### src/rtl/mcp3201_pkg.sv
// Shared types and edge-count constants for the MCP3201 ADC emulator.
package mcp3201_pkg;

  typedef enum logic [2:0] {
    IDLE,
    ACQ,
    MSB,
    LSB,
    TAIL
  } state_t;

  localparam logic [4:0] NULL_EDGE     = 5'd2;
  localparam logic [4:0] MSB_LAST_EDGE = 5'd14;
  localparam logic [4:0] LSB_LAST_EDGE = 5'd25;
  localparam logic [4:0] K_MAX         = 5'd31;

  typedef logic [11:0] sample_t;

endpackage

### src/rtl/mcp3201_pin_sync.sv
// Multi-flop synchronizer for one asynchronous pin, plus a transition flag
// taken against one further registered copy of the synchronized level.
module mcp3201_pin_sync #(
  parameter int   STAGES   = 2,
  parameter logic IDLE_VAL = 1'b0
) (
  input  logic clk,
  input  logic rst,
  input  logic pin_i,
  output logic level_o,
  output logic edge_o
);

  logic [STAGES-1:0] sync_q;
  logic              prev_q;

  always_ff @(posedge clk) begin
    if (!rst) begin
      sync_q <= {STAGES{IDLE_VAL}};
      prev_q <= IDLE_VAL;
    end else begin
      sync_q <= {sync_q[STAGES-2:0], pin_i};
      prev_q <= sync_q[STAGES-1];
    end
  end

  assign level_o = sync_q[STAGES-1];
  assign edge_o  = sync_q[STAGES-1] ^ prev_q;

endmodule

### src/rtl/mcp3201_emu.sv
// MCP3201 12-bit SPI ADC emulator: serves a user-loaded sample to an SPI master.
// Define MCP3201_LSB_TAIL_EN to enable the LSB-first retransmission after B0.
module mcp3201_emu
  import mcp3201_pkg::*;
#(
  parameter int      SYNC_STAGES  = 2,
  parameter sample_t RESET_SAMPLE = 12'h000
) (
  input  logic    clk,
  input  logic    rst,
  input  sample_t sample_in,
  input  logic    sample_load,
  output logic    sample_req,
  output logic    frame_done,
  output logic    frame_abort,
  output logic    busy,
  input  logic    cs_pin_n,
  input  logic    clk_pin,
  output logic    data_out_pin,
  output logic    data_oe
);

  logic cs_level, cs_edge, sclk_level, sclk_edge;
  logic cs_fall, cs_rise, sclk_fall;

  mcp3201_pin_sync #(.STAGES(SYNC_STAGES), .IDLE_VAL(1'b1)) u_cs_sync (
    .clk(clk), .rst(rst), .pin_i(cs_pin_n), .level_o(cs_level), .edge_o(cs_edge)
  );

  mcp3201_pin_sync #(.STAGES(SYNC_STAGES), .IDLE_VAL(1'b0)) u_sclk_sync (
    .clk(clk), .rst(rst), .pin_i(clk_pin), .level_o(sclk_level), .edge_o(sclk_edge)
  );

  assign cs_fall   = cs_edge & ~cs_level;
  assign cs_rise   = cs_edge &  cs_level;
  assign sclk_fall = sclk_edge & ~sclk_level;

  state_t     state_q;
  logic [4:0] k_q, k_inc;
  sample_t    hold_q, shreg_q;
  logic       dout_q, oe_q, req_q, done_q, abort_q;
  logic [3:0] msb_idx;

  // k counts SCLK falls and sticks at K_MAX so long frames never re-enter ACQ.
  assign k_inc   = (k_q == K_MAX) ? K_MAX : 5'(k_q + 5'd1);
  assign msb_idx = 4'(MSB_LAST_EDGE - k_inc);
`ifdef MCP3201_LSB_TAIL_EN
  logic [3:0] lsb_idx;
  assign lsb_idx = 4'(k_inc - MSB_LAST_EDGE);
`endif

  always_ff @(posedge clk) begin
    if (!rst) begin
      state_q <= IDLE;
      k_q     <= '0;
      hold_q  <= RESET_SAMPLE;
      shreg_q <= '0;
      dout_q  <= 1'b0;
      oe_q    <= 1'b0;
      req_q   <= 1'b0;
      done_q  <= 1'b0;
      abort_q <= 1'b0;
    end else begin
      req_q   <= 1'b0;
      done_q  <= 1'b0;
      abort_q <= 1'b0;
      if (sample_load) hold_q <= sample_in;
      // A CS rise outranks everything, including a simultaneous CS fall.
      if (cs_rise) begin
        if (state_q != IDLE) begin
          oe_q    <= 1'b0;
          dout_q  <= 1'b0;
          done_q  <= (k_q >= MSB_LAST_EDGE);
          abort_q <= (k_q <  MSB_LAST_EDGE);
          state_q <= IDLE;
        end
      end else if (cs_fall) begin
        if (state_q == IDLE) begin
          shreg_q <= hold_q;
          req_q   <= 1'b1;
          k_q     <= '0;
          state_q <= ACQ;
        end
      end else if (sclk_fall && state_q != IDLE) begin
        k_q <= k_inc;
        if (k_inc < NULL_EDGE) begin
          state_q <= ACQ;
          oe_q    <= 1'b0;
        end else if (k_inc == NULL_EDGE) begin
          state_q <= MSB;
          oe_q    <= 1'b1;
          dout_q  <= 1'b0;
        end else if (k_inc <= MSB_LAST_EDGE) begin
          dout_q  <= shreg_q[msb_idx];
`ifdef MCP3201_LSB_TAIL_EN
        end else if (k_inc <= LSB_LAST_EDGE) begin
          state_q <= LSB;
          dout_q  <= shreg_q[lsb_idx];
`endif
        end else begin
          state_q <= TAIL;
          dout_q  <= 1'b0;
        end
      end
    end
  end

  assign sample_req   = req_q;
  assign frame_done   = done_q;
  assign frame_abort  = abort_q;
  assign busy         = ~cs_level;
  assign data_out_pin = dout_q;
  assign data_oe      = oe_q;

endmodule
### config.mk
export PLATFORM = sky130hd
export DESIGN_NAME = mcp3201_emu
export DESIGN_NICKNAME = d
export VERILOG_FILES = /design/src/rtl/mcp3201_pkg.sv /design/src/rtl/mcp3201_pin_sync.sv /design/src/rtl/mcp3201_emu.sv
export SDC_FILE = /design/constraint.sdc
export NUM_CORES = 1
export LEC_CHECK = 0
export BUFFER_PORTS_ARGS = -buffer_cell sky130_fd_sc_hd__buf_2
export CAP_MARGIN = 25
export CORE_ASPECT_RATIO = 1.1
export CORE_UTILIZATION = 35
export CTS_CLUSTER_SIZE = 8
export DETAILED_ROUTE_END_ITERATION = 10
export PLACE_DENSITY = 0.55
export SYNTH_ARGS = -nofsm -noshare
export SYNTH_HDL_FRONTEND = slang
export SYNTH_HIERARCHICAL = 1
export SYNTH_SLANG_ARGS = --single-unit
export TNS_END_PERCENT = 30
### constraint.sdc
create_clock -name clk -period 2.3 [get_ports clk]
set_input_delay 0.46 -clock clk [delete_from_list [all_inputs] [get_ports clk]]
set_output_delay 0.46 -clock clk [all_outputs]
set_load 0.005 [all_outputs]
==> metrics, run 1 <==
Post-synth ARST share=0; gr ovfl total=0; Primary FF master, synth=dfxtp_1; Leakage=0.000957 uW; Fin. Hold Viols=0; final WL=4.18 mm; warnings from Yosys=6; routed wire length per instance=12.6 um; vias in the first global route=1,521; Slowest-stage cell, CP=or3b_4; Seq/Total Area, Yosys=0.436; worst path cell trace=ha_1 -> or2_1 -> o22a_1 -> or3b_4 -> nor2b_4 -> o221a_1; final clock skew=0.00579 ns; Fmax=0.477 GHz; vias=1,645; Total Neg Setup Slack=0 ns; vias per cell=4.95; syn nets=249; All-Layer GR Usage=0.159; RSZ-0062 raised after global routing=no; Synth cell types=50; H-tree depth=2; Setup CP Type=reg -> reg; first-pass iteration count of the detailed router=4; Crit. End Element=register; crit-path max FO=10; clk buf depth=2; clk sinks=43; Post-CTS Hold Buffers=0; Critical Path AT=2.28 ns; MaxCap Viol Count=0; Post-Syn Area per Cell=8.62 um^2; Commonest cells post-synth=dfxtp_1, nand2_1, a21oi_1, nor2_1, mux2i_1; number of synthesized register bits=43; Setup Buffers After CTS=0; VDD IR max=0.349 mV; first-pass GRT wire length=7.23 mm; WP buf/inv=0; Top Ports=23; die height=80.8 um; Slew @ Worst Pin=0.498 ns; Post-Syn Instances=229; DRT antenna net count=0; Die ar.=0.00594 mm^2; fin crit period=2.09 ns; Core ar.=0.00540 mm^2; CP max stage delay=0.39 ns; pwr dens=614 mW/mm^2; most frequent cell after synthesis=dfxtp_1; root buffer cell=clkbuf_8; post-synth top area share=0.436; Netlist Area Pre-Place=0.00197 mm^2; CTS buffer count=5; Rel. slew slack=0.667; largest area contributor in the netlist=dfxtp_1; Nets=277; number of synthesized flops with an enable pin=0; Worst-Skew Late Latency=0.29 ns; Hold WC Path Type=in -> reg; DP HPWL=2.96 mm; Placed Cells=325; CTS tree=done; die span in x=73.6 um; Antenna diodes=0; post-cts resize count=0; pin count of the biggest net entering global routing=23; outcome=finished, final reports clean; clock-pin slew on the worst setup and hold paths=0.08 ns; DRC viols=0; std cell rows=28; layout cells sized above 1=0.179; port bufs=22; GPL Wtd Cong=0.887; initial DRC count=130; Crit path max-delay family=simple AND/OR/NAND/NOR gates; Tcrit/Tclk final=0.911; initial antenna violation count=0; Final Setup Violations=0; Crit path required time=2.48 ns; Cell Count, Final, Fillers Out=332; Startpoint Class=register; Starting Density=0.366; Area contributors post-synth=dfxtp_1, mux2i_1, nand2_1; area grow syn2layout=17.4%; Max Slew Vio Count=0
-- routing by layer --
metal	routed length [um]	up-vias	GRT usage
met5	0	-	0
met4	56	0	0.0577
met3	130	5	0.0335
met2	1930	36	0.266
met1	2060	754	0.200
li1	-	850	-
-- worst paths after layout --
check	startpoint	to	slack, ns	depth (start not counted)
worst min register to register	u_cs_sync/sync_q[0]	u_cs_sync/sync_q[1]	0.41	1
worst min-delay path	cs_pin_n	u_cs_sync/sync_q[0]	0.35	2
worst max-delay path	k_q[0]	data_oe	0.21	6
worst max register to register	k_q[0]	data_oe	0.21	6
-- area by class of cell --
class / count / area (um^2)
clock buffers: 5 / 68.8
flip-flops and latches: 43 / 861
multi-input cells: 168 / 1040
inverters: 6 / 22.5
fillers: 569 / 3080
repair buffers: 33 / 193
well taps: 75 / 93.8
clock inverters: 2 / 37.5
-- per-stage QoR --
| step | util | setup slack (ns) | power (uW) | hold WS [ns] | cell area, um^2 |
|---|---|---|---|---|---|
| 5_1_grt | 0.429 | 0.126 | 1480 | 0.350 | 2320 |
| 4_1_cts | 0.429 | 0.212 | 1450 | 0.335 | 2320 |
| 3_3_place_gp | 0.410 | 0.261 | 868 | 0.392 | 2210 |
| 2_1_floorplan | - | 0.136 | 837 | 0.386 | 1970 |
| 3_5_place_dp | 0.410 | 0.231 | 869 | 0.398 | 2210 |
| 6_report | 0.429 | 0.205 | 1420 | 0.349 | 2320 |
-- worst register-to-register path, stage by stage (launching register included) --
cell	delay, ns
dfxtp_1	0.35
ha_1	0.33
or2_1	0.28
o22a_1	0.24
or3b_4	0.39
nor2b_4	0.14
o221a_1	0.27
-- state kept, by name, indices dropped and copies added, names as in the netlist, 2 cells and up --
| signal | flops |
|---|---|
| hold_q | 12 |
| k_q | 5 |
| shreg_q | 12 |
| state_q | 3 |
| u_cs_sync/sync_q | 2 |
| u_sclk_sync/sync_q | 2 |
-- cell usage in the layout (no fill, tap or decap), types with 2 or more instances in the layout --
| master | instances |
|---|---|
| clkbuf_8 | 5 |
| dfxtp_1 | 43 |
| xor2_1 | 3 |
| or3_1 | 2 |
| nand4_1 | 2 |
| nand2_1 | 33 |
| mux2i_1 | 14 |
| and2_1 | 5 |
| nor2_1 | 20 |
| buf_4 | 11 |
| buf_2 | 22 |
| a21oi_1 | 21 |
| nand3_1 | 4 |
| o2bb2ai_1 | 2 |
| inv_1 | 5 |
| nand2b_1 | 3 |
| o21ai_1 | 3 |
| o21ai_0 | 5 |
| ha_1 | 3 |
| nor3b_1 | 3 |
| a211oi_1 | 4 |
| and3_1 | 2 |
| nor3_1 | 2 |
| a31oi_1 | 3 |
| nor2b_1 | 10 |
-- logic make-up (layout without fill, tap and decap cells) --
kind of cell / after synthesis / count (layout) / share of synthesized area
and+or+nand+nor: 94 / 94 / 0.244
AOI/OAI and AO/OA: 52 / 52 / 0.169
DFF: 43 / 43 / 0.436
buffers and inverters: 18 / 46 / 0.0368
muxes: 15 / 15 / 0.0767
xor gates and xnor gates: 4 / 4 / 0.0178
adders and majority gates: 3 / 3 / 0.0190
-- power breakdown --
| group | switching, uW | total, uW | internal [uW] |
|---|---|---|---|
| logic | 40.9 | 79.1 | 38.1 |
| clock network | 255 | 572 | 317 |
| registers | 9.15 | 771 | 762 |
No activity file was read; power rests on OpenSTA's default activity.
==> run 2: changes to the inputs <==
--- a/config.mk
+++ b/config.mk
@@ -5,13 +5,13 @@
 export SDC_FILE = /design/constraint.sdc
 export NUM_CORES = 1
 export LEC_CHECK = 0
-export BUFFER_PORTS_ARGS = -buffer_cell sky130_fd_sc_hd__buf_2
 export CAP_MARGIN = 25
 export CORE_ASPECT_RATIO = 1.1
-export CORE_UTILIZATION = 35
+export CORE_UTILIZATION = 51
 export CTS_CLUSTER_SIZE = 8
 export DETAILED_ROUTE_END_ITERATION = 10
-export PLACE_DENSITY = 0.55
+export DONT_BUFFER_PORTS = 1
+export PLACE_DENSITY = 0.7
 export SYNTH_ARGS = -nofsm -noshare
 export SYNTH_HDL_FRONTEND = slang
 export SYNTH_HIERARCHICAL = 1
==> metrics, run 2 (synthesis results as in run 1) <==
outcome=finished, final reports clean; H-tree depth=2 (unchanged); area grow syn2layout=8.43%; Slowest-stage cell, CP=dfxtp_1; Filler Cells Inserted=370 (-35%); pin count of the biggest net entering global routing=24 (+4.3%); Placed Area=0.00204 mm^2 (-7.8%); final WL=3.81 mm (-9.0%); die height=67.2 um (-17%); clk buf depth=2 (unchanged); All-Layer GR Usage=0.214 (+0.0552); vias per cell=5.54 (+12%); worst setup margin=0.215 ns (+0.00943 ns); Crit path max-delay family=compound AO/OA/AOI/OAI gates; layout cells sized above 1=0.0948 (-0.0842); DP HPWL=2.74 mm (-7.6%); Top Ports=23 (unchanged); Tcrit/Tclk final=0.907 (-0.00410); Hold WC Path Type=in -> reg; Startpoint Class=register; clk sinks=43 (unchanged); first-pass GRT wire length=6.57 mm (-9.2%); Die ar.=0.00412 mm^2 (-31%); Crit. End Element=register; crit-path max FO=7 (-3); die span in x=61.3 um (-17%); GPL Wtd Cong=0.908 (+2.4%); gr ovfl total=0 (unchanged); Sw Pwr=299 uW (-1.9%); initial DRC count=58 (-55%); Max Slew Vio Count=0 (unchanged); Sw Share=0.224 (+0.00985); DRC viols=0 (unchanged); first-pass iteration count of the detailed router=4 (unchanged); CTS buffer count=5 (unchanged); Post-CTS Hold Buffers=0 (unchanged); pwr dens=623 mW/mm^2 (+1.5%); Fmax=0.480 GHz (+0.45%); Gate power share=0.040 (-0.016); vias=1,561 (-5.1%); Total Neg Setup Slack=0 ns (unchanged); Setup CP Type=reg -> reg; sequential share of power=0.579 (+0.037); std cell rows=23 (-18%); total power=1330 uW (-6.3%); VDD IR max=0.470 mV (+35%); CTS tree=done; worst path cell trace=inv_2 -> ha_1 -> nor2_1 -> mux2_1 -> a311oi_1 -> o2111a_1 -> o21ai_1; root buffer cell=clkbuf_8; fin crit period=2.09 ns (-0.00943 ns); Worst-Skew Late Latency=0.30 ns (about the same); CP max stage delay=0.42 ns (+0.03 ns); WP buf/inv=1 (+1); port bufs=0 (-100%); post-cts resize count=0 (unchanged); RSZ-0062 raised after global routing=no; Crit path required time=2.49 ns (about the same); Rel. slew slack=0.675 (+0.00823); internal power=1030 uW (-7.4%); Antenna diodes=0 (unchanged); Slew @ Worst Pin=0.485 ns (-0.0128 ns); Setup Buffers After CTS=0 (unchanged); Leakage=0.000837 uW (-13%); dpl ws=0.184 ns (-0.0472 ns); fin area=0.00214 mm^2 (-7.6%); Fin. Hold Viols=0 (unchanged); initial antenna violation count=0 (unchanged); clock-pin slew on the worst setup and hold paths=0.08 ns (about the same); Starting Density=0.536 (+0.170); clock share of power=0.381 (-0.021); Final Setup Violations=0 (unchanged); Critical Path AT=2.27 ns (about the same); final clock skew=0.00957 ns (+0.00379 ns); Top Registers=hold_q x12, shreg_q x12, k_q x5; DRT antenna net count=0 (unchanged); Nets=251 (-9.4%); routed wire length per instance=13.5 um (+7.2%); worst hold margin=0.231 ns (-0.117 ns); MaxCap Viol Count=0 (unchanged); Core ar.=0.00368 mm^2 (-32%); vias in the first global route=1,500 (-1.4%); most frequent cells in the layout=dfxtp_1, nand2_1, a21oi_1; most common cell after layout, fill and taps aside=dfxtp_1
run 2: final timing paths:
kind	to	from	cells after the start	slack, ns
worst min-delay path	u_cs_sync/prev_q	rst	1	0.23
worst min register to register	u_cs_sync/sync_q[1]	u_cs_sync/sync_q[0]	1	0.41
worst max register to register	data_out_pin	k_q[0]	7	0.21
worst max-delay path	data_out_pin	k_q[0]	7	0.21
run 2: per-layer routing:
metal | part of all wire | global-route usage | vias up
li1 | - | - | 805
met2 | 0.45 | 0.333 | 39
met3 | 0.043 | 0.0441 | 13
met1 | 0.47 | 0.274 | 704
met4 | 0.029 | 0.116 | 0
met5 | 0 | 0 | -
run 2: power by group through the flow:
stage                     Combinational [uW]  Sequential [uW]  Clock [uW]
after CTS                               54.6              771         530
final                                   53.7              771         508
after floorplan                         50.6              787           0
after global placement                  53.0              789           0
after detailed placement                54.3              789           0
after global routing                    60.4              774         551
run 2: area by class of cell:
cell class                      instances  area, um^2  share of cell area
Timing Repair Buffer                    7        52.6              0.0246
Sequential cell                        43         861               0.402
Tap cell                               50        62.6              0.0292
Multi-Input combinational cell        168        1040               0.487
Clock inverter                          2        16.3             0.00760
Clock buffer                            6        82.6              0.0386
Inverter                                6        22.5              0.0105
run 2: per-stage QoR:
| step | std cells | util |
|---|---|---|
| 6_report | 282 | 0.581 |
| 5_1_grt | 282 | 0.581 |
| 4_1_cts | 282 | 0.580 |
| 3_5_place_dp | 274 | 0.553 |
| 3_3_place_gp | 274 | 0.553 |
| 2_1_floorplan | 229 | - |
